## src/rtl/rotate_cmd_pkg.sv

```systemverilog
// Shared types and helpers for the rotator command front end.
// Direction codes double as the externally visible dir_state encoding.
package rotate_cmd_pkg;

    typedef enum logic [1:0] {
        IDLE  = 2'b00,
        LEFT  = 2'b01,
        RIGHT = 2'b10
    } dir_t;

    // Counter width for a modulus n, never narrower than one bit.
    function automatic int cntWidth(input int n);
        return $clog2((n < 2) ? 2 : n);
    endfunction

endpackage

```

## src/rtl/btn_debounce.sv

```systemverilog
// Two-flop synchroniser followed by a consecutive-cycle debouncer for one button.
// The debounced level only follows the synchronised level after it has disagreed for DEBOUNCE edges.
module btn_debounce
    import rotate_cmd_pkg::*;
#(
    parameter int DEBOUNCE = 4
) (
    input  logic clk,
    input  logic reset,
    input  logic btn_raw,
    output logic btn_deb
);

    localparam int CW = cntWidth(DEBOUNCE);
    localparam logic [CW-1:0] CNT_MAX = CW'(DEBOUNCE - 1);

    logic          syncMeta_q;
    logic          syncOut_q;
    logic          deb_q;
    logic          deb_d;
    logic [CW-1:0] cnt_q;
    logic [CW-1:0] cnt_d;

    always_ff @(posedge clk) begin
        if (reset) begin
            syncMeta_q <= 1'b0;
            syncOut_q  <= 1'b0;
        end else begin
            syncMeta_q <= btn_raw;
            syncOut_q  <= syncMeta_q;
        end
    end

    // Any agreement between the synchronised and debounced levels restarts the run.
    always_comb begin
        deb_d = deb_q;
        cnt_d = '0;
        if (syncOut_q != deb_q) begin
            if (cnt_q == CNT_MAX) begin
                deb_d = syncOut_q;
            end else begin
                cnt_d = cnt_q + CW'(1);
            end
        end
    end

    always_ff @(posedge clk) begin
        if (reset) begin
            deb_q <= 1'b0;
            cnt_q <= '0;
        end else begin
            deb_q <= deb_d;
            cnt_q <= cnt_d;
        end
    end

    assign btn_deb = deb_q;

endmodule

```

## src/rtl/rotate_cmd_gen.sv

```systemverilog
// Turns two raw buttons into mutually exclusive one-cycle rotate-left / rotate-right step pulses.
// Debounced levels drive a direction FSM that re-issues a step every STEP_DIV cycles while held.
module rotate_cmd_gen
    import rotate_cmd_pkg::*;
#(
    parameter int DEBOUNCE = 4,
    parameter int STEP_DIV = 8
) (
    input  logic       clk,
    input  logic       reset,
    input  logic       btn_left,
    input  logic       btn_right,
    output logic       left_cmd,
    output logic       right_cmd,
    output logic [1:0] dir_state
);

    localparam int SW = cntWidth(STEP_DIV);
    localparam logic [SW-1:0] STEP_MAX = SW'(STEP_DIV - 1);

    logic          debLeft;
    logic          debRight;
    dir_t          state_q;
    logic [SW-1:0] stepCnt_q;
    logic          leftCmd_q;
    logic          rightCmd_q;

    btn_debounce #(.DEBOUNCE(DEBOUNCE)) uDebLeft (
        .clk     (clk),
        .reset   (reset),
        .btn_raw (btn_left),
        .btn_deb (debLeft)
    );

    btn_debounce #(.DEBOUNCE(DEBOUNCE)) uDebRight (
        .clk     (clk),
        .reset   (reset),
        .btn_raw (btn_right),
        .btn_deb (debRight)
    );

    // Entry pulses immediately; a conflict or release always drops back to IDLE first.
    always_ff @(posedge clk) begin
        if (reset) begin
            state_q    <= IDLE;
            stepCnt_q  <= '0;
            leftCmd_q  <= 1'b0;
            rightCmd_q <= 1'b0;
        end else begin
            leftCmd_q  <= 1'b0;
            rightCmd_q <= 1'b0;
            case (state_q)
                IDLE: begin
                    stepCnt_q <= '0;
                    if (debLeft && !debRight) begin
                        state_q   <= LEFT;
                        leftCmd_q <= 1'b1;
                    end else if (debRight && !debLeft) begin
                        state_q    <= RIGHT;
                        rightCmd_q <= 1'b1;
                    end
                end
                LEFT: begin
                    if (!debLeft || debRight) begin
                        state_q   <= IDLE;
                        stepCnt_q <= '0;
                    end else if (stepCnt_q == STEP_MAX) begin
                        leftCmd_q <= 1'b1;
                        stepCnt_q <= '0;
                    end else begin
                        stepCnt_q <= stepCnt_q + SW'(1);
                    end
                end
                RIGHT: begin
                    if (!debRight || debLeft) begin
                        state_q   <= IDLE;
                        stepCnt_q <= '0;
                    end else if (stepCnt_q == STEP_MAX) begin
                        rightCmd_q <= 1'b1;
                        stepCnt_q  <= '0;
                    end else begin
                        stepCnt_q <= stepCnt_q + SW'(1);
                    end
                end
                default: begin
                    state_q   <= IDLE;
                    stepCnt_q <= '0;
                end
            endcase
        end
    end

    assign left_cmd  = leftCmd_q;
    assign right_cmd = rightCmd_q;
    assign dir_state = state_q;

endmodule

```

## config.mk

```make
export PLATFORM = sky130hd
export DESIGN_NAME = rotate_cmd_gen
export DESIGN_NICKNAME = d
export VERILOG_FILES = /design/src/rtl/rotate_cmd_pkg.sv /design/src/rtl/btn_debounce.sv /design/src/rtl/rotate_cmd_gen.sv
export SDC_FILE = /design/constraint.sdc
export NUM_CORES = 1
export LEC_CHECK = 0
export CAP_MARGIN = 20
export CORE_MARGIN = 2
export CORE_UTILIZATION = 28
export CTS_BUF_LIST = sky130_fd_sc_hd__clkbuf_4 sky130_fd_sc_hd__clkbuf_8
export DETAILED_ROUTE_END_ITERATION = 6
export DONT_BUFFER_PORTS = 1
export GPL_ROUTABILITY_DRIVEN = 1
export GPL_TIMING_DRIVEN = 0
export SETUP_SLACK_MARGIN = 0.3
export SLEW_MARGIN = 25
export SYNTH_ARGS = -nofsm -noshare
export SYNTH_HDL_FRONTEND = slang
export SYNTH_SLANG_ARGS = --single-unit
```

## constraint.sdc

```tcl
create_clock -name clk -period 1.22 [get_ports clk]
set_input_delay 0.244 -clock clk [delete_from_list [all_inputs] [get_ports clk]]
set_output_delay 0.244 -clock clk [all_outputs]
set_load 0.03 [all_outputs]
```

==> impl_metrics.tcl, run 1 <==
set metrics [dict create \
    dp_slack_ns -0.2802 \
    synth_fp_nets 74 \
    htree_levels 1 \
    yosysSeqAreaShare_pct 49.28 \
    holdWs_ns 0.08023 \
    critPathArrivalTime_ns 1.61 \
    n_antenna_cell 0 \
    slew_violations 0 \
    cts_sinks 17 \
    layout-drive-gt1-share_pct 42.86 \
    multiInputGateArea_um2 421.7 \
    ys_async_sr_fraction_pct 0 \
    critPathMaxStageDelay_ns 0.36 \
    syn-instance-count 61 \
    setup_tns_ns -0.4885 \
    synth_area_um2 690.7 \
    antenna_found_initial 0 \
    num_rows 17 \
    ir_drop_mv 0.6542 \
    failed_checks "negative setup slack" \
    crit_chain "inv_1 -> ha_1 -> a222oi_1 -> buf_4 -> mux2i_1" \
    rrSetupSlack_ns -0.18 \
    placed_area_um2 769.5 \
    synth.avg_cell_area_um2 11.32 \
    synth_edf_count 0 \
    dieHeight_um 53.67 \
    critPathLaunchType "register" \
    p_leak_nw 0.3150 \
    fmax_mhz 712.6 \
    fin_util_pct 39.91 \
    cts_buffer_depth 2 \
    area_delta_synth_final_pct 31.52 \
    min_path_cells 1 \
    maxCapViolCount 0 \
    die_area_um2 2880 \
    coreArea_um2 2276 \
    hold_class "input pin to register" \
    ant_nets 0 \
    dp_hpwl_um 779.9 \
    final.setup_skew_ns 0.005079 \
    clk_pin_slew_ns 0.10 \
    grt_pass1_wl_um 1828 \
    cts_tree "built" \
    grt-ovfl-total 0 \
    nFillCells 213 \
    relSlewSlack_pct 69.19 \
    initial_core_util_pct 30.35 \
    regToRegStartpoint "uDebRight.btn_deb" \
    clock_tree.root_cell "clkbuf_4" \
    yosys_warnings 0 \
    hold_viol 0 \
    vias 455 \
    tightest_slew_ns 0.4622 \
    design_area_um2 908.4 \
    drc 0 \
    reg2regPathDepth 5 \
    grt_max_degree 11 \
    ys_ff_latch 17 \
    seq_area_um2 357.8 \
    ys.flop_type "dfxtp_1" \
    min_period_over_period_pct 115.0 \
    wl_um 1056 \
    powerDensity_nw_per_um2 1142 \
    end_kind "register" \
    critPathRequiredTime_ns 1.43 \
    drt_iter0_markers 3 \
    grt_pass1_vias 439 \
    gp_congestion 0.6248 \
    dr.pass1.iters 4 \
    critPathMaxFanout 5 \
    via_per_inst 4.643 \
    cts_made_buffers 3 \
    period_needed_ns 1.403 \
    run_status "finished with violations" \
    fp.dieW_um 53.67 \
    clk_latency_ns 0.28 \
    final_common_cell "dfxtp_2" \
    grt_setup_unrepaired "true" \
    fin_nets 84 \
    worst_slack_ns -0.1834 \
    worst_path_max_delay_cell "dfxtp_2" \
    crit_type "register to register" \
    final_cell_mix "dfxtp_2, dfxtp_1" \
    ys_types 17 \
    setup_viol 5 \
    holdCritStartpoint "btn_left" \
    io_pins 8 \
    crit_start "uDebRight.btn_deb" \
    portBuffers 0 \
    track_usage_pct 9.070 \
    wl_per_cell_um 10.78 \
]
-- report_power, final --
group          internal, W  leakage, nW  switching, W
registers         0.000573        0.144     0.0000375
clock network     0.000122       0.0177      0.000169
logic            0.0000758        0.154     0.0000604
-- routing by layer --
metal	up-vias	GRT usage, %	routed length (µm)
li1	231	-	-
met1	214	10.75	515
met2	8	13.82	481
met3	2	2.778	47
met4	0	6.410	10
met5	-	0	0
-- state kept, by name, summed over array words and instances (netlist names) --
name / flops
uDebRight.cnt_q: 2
uDebLeft.syncOut_q: 1
uDebLeft.cnt_q: 2
stepCnt_q: 3
right_cmd: 1
left_cmd: 1
uDebLeft.syncMeta_q: 1
uDebRight.btn_deb: 1
uDebRight.syncOut_q: 1
dir_state: 2
uDebLeft.btn_deb: 1
uDebRight.syncMeta_q: 1
-- cell type report --
cell class	count	area share [%]
clock buffer	3	2.479
multi-input combinational	39	46.42
clock inverter	1	0.5510
sequential	17	39.39
inverter	4	2.204
timing repair buffer	5	4.683
buffer	1	0.4132
tap	28	3.857
-- cell families after synthesis --
group / count (synthesis) / synth area share [%]
DFF: 17 / 49.28
muxes: 4 / 5.797
xor gates and xnor gates: 2 / 2.537
AOI/OAI and AO/OA: 4 / 3.986
adders and majority gates: 9 / 16.30
buffers and inverters: 5 / 2.716
and+or+nand+nor: 20 / 19.39
-- worst max-delay path, delay by kind of cell (launching register included) --
| kind | cells | cell delay (ns) |
|---|---|---|
| adders and majority gates | 1 | 0.24 |
| buffers and inverters | 2 | 0.24 |
| muxes | 1 | 0.17 |
| AOI/OAI and AO/OA | 1 | 0.33 |
| DFF | 1 | 0.36 |
-- through the flow --
step / power (W) / instances
2_1_floorplan: 0.0007040 / 61
3_3_place_gp: 0.0007201 / 89
3_5_place_dp: 0.0007257 / 89
4_1_cts: 0.001045 / 96
5_1_grt: 0.001102 / 98
6_report: 0.001037 / 98
-- repair_timing --
action | in CTS | in global routing
setup endpoints to repair | 16 | 14
hold buffers | 1 | 1
endpoints found under the hold margin | 1 | 1
pin swaps | 3 | 3
setup buffers | 2 | 1
resized for setup | 9 | 7
-- synth_stat cells (2+ instances only) --
| master | number | area share [%] |
|---|---|---|
| nor2b_1 | 4 | 3.6 |
| nor3b_1 | 4 | 4.3 |
| inv_1 | 4 | 2.2 |
| dfxtp_1 | 17 | 49 |
| xnor2_1 | 2 | 2.5 |
| ha_1 | 9 | 16 |
| mux2i_1 | 4 | 5.8 |
| a21oi_1 | 2 | 1.4 |
| nor4b_1 | 2 | 2.5 |
| nor4_1 | 3 | 2.7 |
| nand2b_1 | 3 | 2.7 |
| nor2_1 | 2 | 1.1 |
-- worst paths after layout --
check                                           end
worst min-delay path            uDebLeft.syncMeta_q
worst max register to register         dir_state[1]
worst max-delay path                   dir_state[1]
worst min register to register         stepCnt_q[0]
Note: power is estimated with default switching activity, not from simulation.
==> run 2, diff against run 1 <==
--- a/config.mk
+++ b/config.mk
@@ -6,6 +6,8 @@
 export NUM_CORES = 1
 export LEC_CHECK = 0
 export CAP_MARGIN = 20
+export CELL_PAD_IN_SITES_DETAIL_PLACEMENT = 0
+export CELL_PAD_IN_SITES_GLOBAL_PLACEMENT = 1
 export CORE_MARGIN = 2
 export CORE_UTILIZATION = 28
 export CTS_BUF_LIST = sky130_fd_sc_hd__clkbuf_4 sky130_fd_sc_hd__clkbuf_8
@@ -13,6 +15,7 @@
 export DONT_BUFFER_PORTS = 1
 export GPL_ROUTABILITY_DRIVEN = 1
 export GPL_TIMING_DRIVEN = 0
+export PLACE_DENSITY_LB_ADDON = 0.1
 export SETUP_SLACK_MARGIN = 0.3
 export SLEW_MARGIN = 25
 export SYNTH_ARGS = -nofsm -noshare
==> constraint.sdc (replaced) <==
create_clock -name clk -period 1.7 [get_ports clk]
set_input_delay 0.34 -clock clk [delete_from_list [all_inputs] [get_ports clk]]
set_output_delay 0.34 -clock clk [all_outputs]
set_load 0.03 [all_outputs]
==> run 2 against run 1 <==
  * The flow now finishes without violations
  * Cell count fell by 3.1%
  * Power fell by 30%
  * Combinational power fell by 41%
  * Maximum frequency rose by 2.5%
  * Design area fell by 10%
  * Critical endpoint unchanged
  * Largest cell class unchanged
  * Highest routed layer unchanged
==> impl_metrics.tcl, run 2 (synthesized netlist as in run 1, its figures left out) <==
set metrics [dict create \
    rrSetupSlack_ns 0.33 \
    min_path_cells 1 \
    holdBufCountCts 0 \
    layout-drive-gt1-share_pct 23.88 \
    htree_levels 1 \
    grt_max_degree 11 \
    clock_tree.root_cell "clkbuf_4" \
    path_buf_inv 2 \
    final.setup_skew_ns 0.002255 \
    dieHeight_um 53.67 \
    hold_path_end "uDebLeft.syncOut_q" \
    cts_buffer_depth 2 \
    relSlewSlack_pct 70.67 \
    clk_latency_ns 0.28 \
    antenna_found_initial 0 \
    powerDensity_nw_per_um2 893.7 \
    period_needed_ns 1.369 \
    grt-ovfl-total 0 \
    run_status "finished, final reports clean" \
    track_usage_pct 9.715 \
    clk_pin_slew_ns 0.10 \
    cp_top_family "flip-flops" \
    regToRegStartpoint "dir_state[0]" \
    crit_chain "inv_4 -> ha_4 -> a222oi_1 -> buf_4 -> mux2i_1" \
    setup_viol 0 \
    wl_um 1108 \
    via_per_inst 4.474 \
    portBuffers 0 \
    area_delta_synth_final_pct 17.75 \
    die_area_um2 2880 \
    final_common_cell "dfxtp_1" \
    holdWs_ns 0.1109 \
    largest_reg_flops 3 \
    critPathRequiredTime_ns 1.91 \
    cts_made_buffers 3 \
    critPathLaunchType "register" \
    fin_nets 81 \
    holdCritStartpoint "reset" \
    critPathMaxFanout 4 \
    critPathMaxStageDelay_ns 0.45 \
    initial_core_util_pct 30.35 \
    fmax_mhz 730.2 \
    coreArea_um2 2276 \
    n_antenna_cell 0 \
    switching_power_w 0.0001875 \
    seqPwrFrac_pct 59.9 \
    pwr-share-comb_pct 11.0 \
    p_leak_nw 0.3038 \
    cts_sinks 17 \
    rr_endpoint "dir_state[1]" \
    wl_per_cell_um 11.66 \
    ir_drop_mv 0.4159 \
    end_kind "register" \
    tightest_slew_ns 0.4399 \
    grt_setup_unrepaired "true" \
    reg2regPathDepth 5 \
    swShare_pct 25.80 \
    final_cell_mix "dfxtp_1, ha_1, mux2i_1, nor3b_1, nor2b_1" \
    clockPowerShare_pct 29.1 \
    critPathArrivalTime_ns 1.58 \
    min_period_over_period_pct 80.56 \
    setup_tns_ns 0 \
    num_rows 17 \
    worst_path_max_delay_cell "dfxtp_4" \
    drc 0 \
    drt_iter0_markers 8 \
    cts_tree "built" \
    grt_pass1_vias 432 \
    hold_viol 0 \
    maxCapViolCount 0 \
    dp_hpwl_um 806.5 \
    crit_type "register to register" \
    p_int_w 0.0005393 \
    grt_pass1_wl_um 1904 \
    ant_nets 0 \
    vias 425 \
    gp_congestion 0.6278 \
    fp.dieW_um 53.67 \
    dr.pass1.iters 4 \
    top_register "stepCnt_q" \
    slew_violations 0 \
    hold_class "input pin to register" \
    fin_util_pct 35.73 \
    io_pins 8 \
]
==> run 2: cell types whose count changed in the layout (fill, tap and decap cells not counted), moves of 2 or more <==
cell,change
nor4b_2,-2
ha_1,+3
dfxtp_1,+6
dfxtp_2,-7
nor4b_1,+2
ha_4,-2
dlygate4sd3_1,-2
==> run 2: cell type report <==
class | instances | area [µm²]
clock buffer | 3 | 22.52
multi-input combinational | 39 | 359.1
clock inverter | 1 | 5.005
buffer | 1 | 3.754
timing repair buffer | 2 | 15.01
tap | 28 | 35.03
inverter | 4 | 20.02
fill | 224 | 1463
sequential | 17 | 352.8
==> run 2: stage by stage <==
stage                     setup WS [ns]  total power, W  instances  cell area, µm²
final                            0.3305       0.0007268         95           813.3
after CTS                        0.3006       0.0007483         94           800.8
after global routing             0.2034       0.0007713         95           813.3
after global placement           0.1602       0.0005059         89           735.7
after floorplan                  0.3129       0.0004923         61           700.7
after detailed placement         0.1638       0.0005073         89           735.7
==> run 2: worst reg2reg max path, cell delays in order (launching register included) <==
cell and delay, ns:
dfxtp_4 0.45, inv_4 0.06, ha_4 0.16, a222oi_1 0.30, buf_4 0.18, mux2i_1 0.16
==> run 2: timing repair <==
item                       4_1_cts  5_1_grt
setup buffers                    1        1
pin swaps                        1        1
resized for setup                9        2
setup endpoints to repair        2        2
==> run 2: how the worst max path moves through the flow <==
stage,start,to,slack [ns],cells past startpoint
floorplan,dir_state[1],dir_state[0],0.31,4
global placement,uDebLeft.btn_deb,dir_state[1],0.16,4
detailed placement,uDebLeft.btn_deb,dir_state[1],0.16,4
finish,dir_state[0],dir_state[1],0.33,5
global route,dir_state[0],dir_state[1],0.20,5
CTS,dir_state[0],dir_state[1],0.30,5
==> run 2: power by group through the flow <==
| stage | Clock [W] | Combinational, W | Sequential (W) |
|---|---|---|---|
| 2_1_floorplan | 0 | 0.0000546 | 0.000438 |
| 3_3_place_gp | 0 | 0.0000650 | 0.000441 |
| 3_5_place_dp | 0 | 0.0000654 | 0.000442 |
| 4_1_cts | 0.000232 | 0.0000802 | 0.000436 |
| 5_1_grt | 0.000245 | 0.0000894 | 0.000437 |
| 6_report | 0.000211 | 0.0000803 | 0.000435 |
==> run 2: per-layer routing <==
metal / GRT usage [%] / share of wire, % / vias to the layer above / wire [µm]
li1: - / - / 225 / -
met3: 3.889 / 4.2 / 2 / 46
met5: 0 / 0 / - / 0
met1: 11.28 / 50 / 192 / 555
met4: 6.410 / 1.3 / 0 / 14
met2: 14.63 / 44 / 6 / 491
==> run 3, diff against run 2 <==
==> constraint.sdc (replaced) <==
create_clock -name clk -period 1.12 [get_ports clk]
set_input_delay 0.224 -clock clk [delete_from_list [all_inputs] [get_ports clk]]
set_output_delay 0.224 -clock clk [all_outputs]
set_load 0.03 [all_outputs]
==> run 3 against run 2 <==
  * Clock power grew 70%
  * Highest routed layer unchanged
  * Die area is the same
  * Largest cell class unchanged
  * The flow now finishes with violations (negative setup slack)
  * Via count grew 7.1%
  * Global-route usage grew 0.56 points
==> impl_metrics.tcl, run 3 (synthesized netlist as in run 1, its figures left out) <==
set metrics [dict create \
    cts_made_buffers 3 \
    final_common_cell "dfxtp_4" \
    hold_class "input pin to register" \
    dp.cells 89 \
    drc 0 \
    placed_area_um2 797.0 \
    final_cells 98 \
    num_rows 17 \
    critPathLaunchType "register" \
    n_antenna_cell 0 \
    track_usage_pct 10.28 \
    critPathRequiredTime_ns 1.34 \
    antenna_found_initial 0 \
    via_per_inst 4.643 \
    crit_type "register to register" \
    cts_sinks 17 \
    worst_slack_ns -0.3064 \
    htree_levels 1 \
    final_cell_mix "dfxtp_4, dfxtp_1, ha_4" \
    run_status "finished with violations" \
    coreArea_um2 2276 \
    path_buf_inv 2 \
    p_int_w 0.0008678 \
    hold_viol 0 \
    cts_tree "built" \
    gp_congestion 0.6291 \
    failed_checks "negative setup slack" \
    holdCritStartpoint "btn_left" \
    fin_nets 84 \
    pwr-share-comb_pct 14.5 \
    grt-ovfl-total 0 \
    wl_per_cell_um 12.29 \
    clk_latency_ns 0.29 \
    regToRegStartpoint "dir_state[0]" \
    powerDensity_nw_per_um2 1205 \
    slew_violations 0 \
    min_period_over_period_pct 127.4 \
    cp_top_family "flip-flops" \
    critPathArrivalTime_ns 1.65 \
    dieHeight_um 53.67 \
    rr_endpoint "dir_state[0]" \
    area_delta_synth_final_pct 42.21 \
    crit_chain "inv_4 -> ha_4 -> a222oi_1 -> buf_4 -> mux2i_1" \
    rrSetupSlack_ns -0.31 \
    grt_pass1_vias 448 \
    fp.dieW_um 53.67 \
    seqPwrFrac_pct 55.2 \
    largest_reg_flops 3 \
    p_leak_nw 0.3267 \
    drt_iter0_markers 6 \
    clockPowerShare_pct 30.3 \
    relSlewSlack_pct 59.54 \
    reg2regPathDepth 5 \
    final.setup_skew_ns 0.002040 \
    maxCapViolCount 0 \
    worst_path_max_delay_cell "dfxtp_4" \
    grt_pass1_wl_um 2076 \
    grt_max_degree 11 \
    tightest_slew_ns 0.6068 \
    dr.pass1.iters 4 \
    swShare_pct 26.66 \
    min_path_cells 1 \
    hold_path_end "uDebLeft.syncMeta_q" \
    ir_drop_mv 0.6054 \
    design_area_um2 982.2 \
    io_pins 8 \
    initial_core_util_pct 30.35 \
    vias 455 \
    nFillCells 209 \
    grt_setup_unrepaired "true" \
    setup_viol 5 \
    portBuffers 0 \
    critPathMaxStageDelay_ns 0.45 \
    critPathMaxFanout 4 \
    top_register "stepCnt_q" \
    die_area_um2 2880 \
    layout-drive-gt1-share_pct 57.14 \
    period_needed_ns 1.426 \
    ant_nets 0 \
    dp_hpwl_um 758 \
    wl_um 1204 \
    clk_pin_slew_ns 0.10 \
    end_kind "register" \
    cts_buffer_depth 2 \
    fmax_mhz 701.1 \
    switching_power_w 0.0003155 \
    clock_tree.root_cell "clkbuf_4" \
]
[run 3: final cells by class]
| cell class | count | area (µm²) | share of cell area (%) |
|---|---|---|---|
| buffer | 1 | 3.754 | 0.3822 |
| clock buffer | 4 | 30.03 | 3.057 |
| inverter | 4 | 20.02 | 2.038 |
| multi-input combinational | 39 | 481.7 | 49.04 |
| sequential | 17 | 371.6 | 37.83 |
| tap | 28 | 35.03 | 3.567 |
| timing repair buffer | 5 | 40.04 | 4.076 |
[run 3: power by group through the flow]
stage	Clock [W]	Combinational, W	Sequential, W
after floorplan	0	0.0000943	0.000674
after global placement	0	0.000112	0.000678
after detailed placement	0	0.000111	0.000678
after CTS	0.000366	0.000158	0.000657
after global routing	0.000400	0.000187	0.000657
final	0.000359	0.000171	0.000653
[run 3: how the worst max path moves through the flow]
stage	from	endpoint	slack [ns]	depth (start not counted)
floorplan	dir_state[0]	dir_state[0]	-0.23	4
CTS	dir_state[0]	dir_state[0]	-0.27	5
detailed placement	uDebRight.btn_deb	dir_state[0]	-0.35	4
global placement	uDebRight.btn_deb	dir_state[0]	-0.39	4
finish	dir_state[0]	dir_state[0]	-0.31	5
global route	dir_state[0]	dir_state[1]	-0.35	5
[run 3: worst register-to-register path: stages (launching register included)]
cell and delay, ns:
dfxtp_4 0.45, inv_4 0.06, ha_4 0.15, a222oi_1 0.34, buf_4 0.19, mux2i_1 0.17
[run 3: metrics by stage]
stage	setup slack (ns)	utilization, %	power (W)	TNS (ns)	hold slack [ns]
2_1_floorplan	-0.2309	-	0.0007685	-0.4617	0.2956
3_3_place_gp	-0.3861	35.02	0.0007901	-0.8847	0.3004
3_5_place_dp	-0.3537	35.02	0.0007894	-0.7529	0.2996
4_1_cts	-0.2707	40.13	0.001181	-0.6737	0.05107
5_1_grt	-0.3518	43.16	0.001244	-1.094	0.04210
6_report	-0.3064	43.16	0.001183	-0.8007	0.05130
[run 3: routing by layer]
metal  vias to the layer above  GRT usage [%]  part of all wire (%)
li1                        233              -                     -
met1                       208          13.27                    46
met2                        10          14.02                    45
met3                         4          3.333                   6.7
met4                         0          7.692                   2.4
met5                         -              0                     0
[run 3: timing repair]
action,CTS,global route
hold buffers,1,0
gates resized for setup,15,11
pin swaps,7,3
setup endpoints to repair,17,17
hold endpoints to repair,2,0
setup buffers,3,1
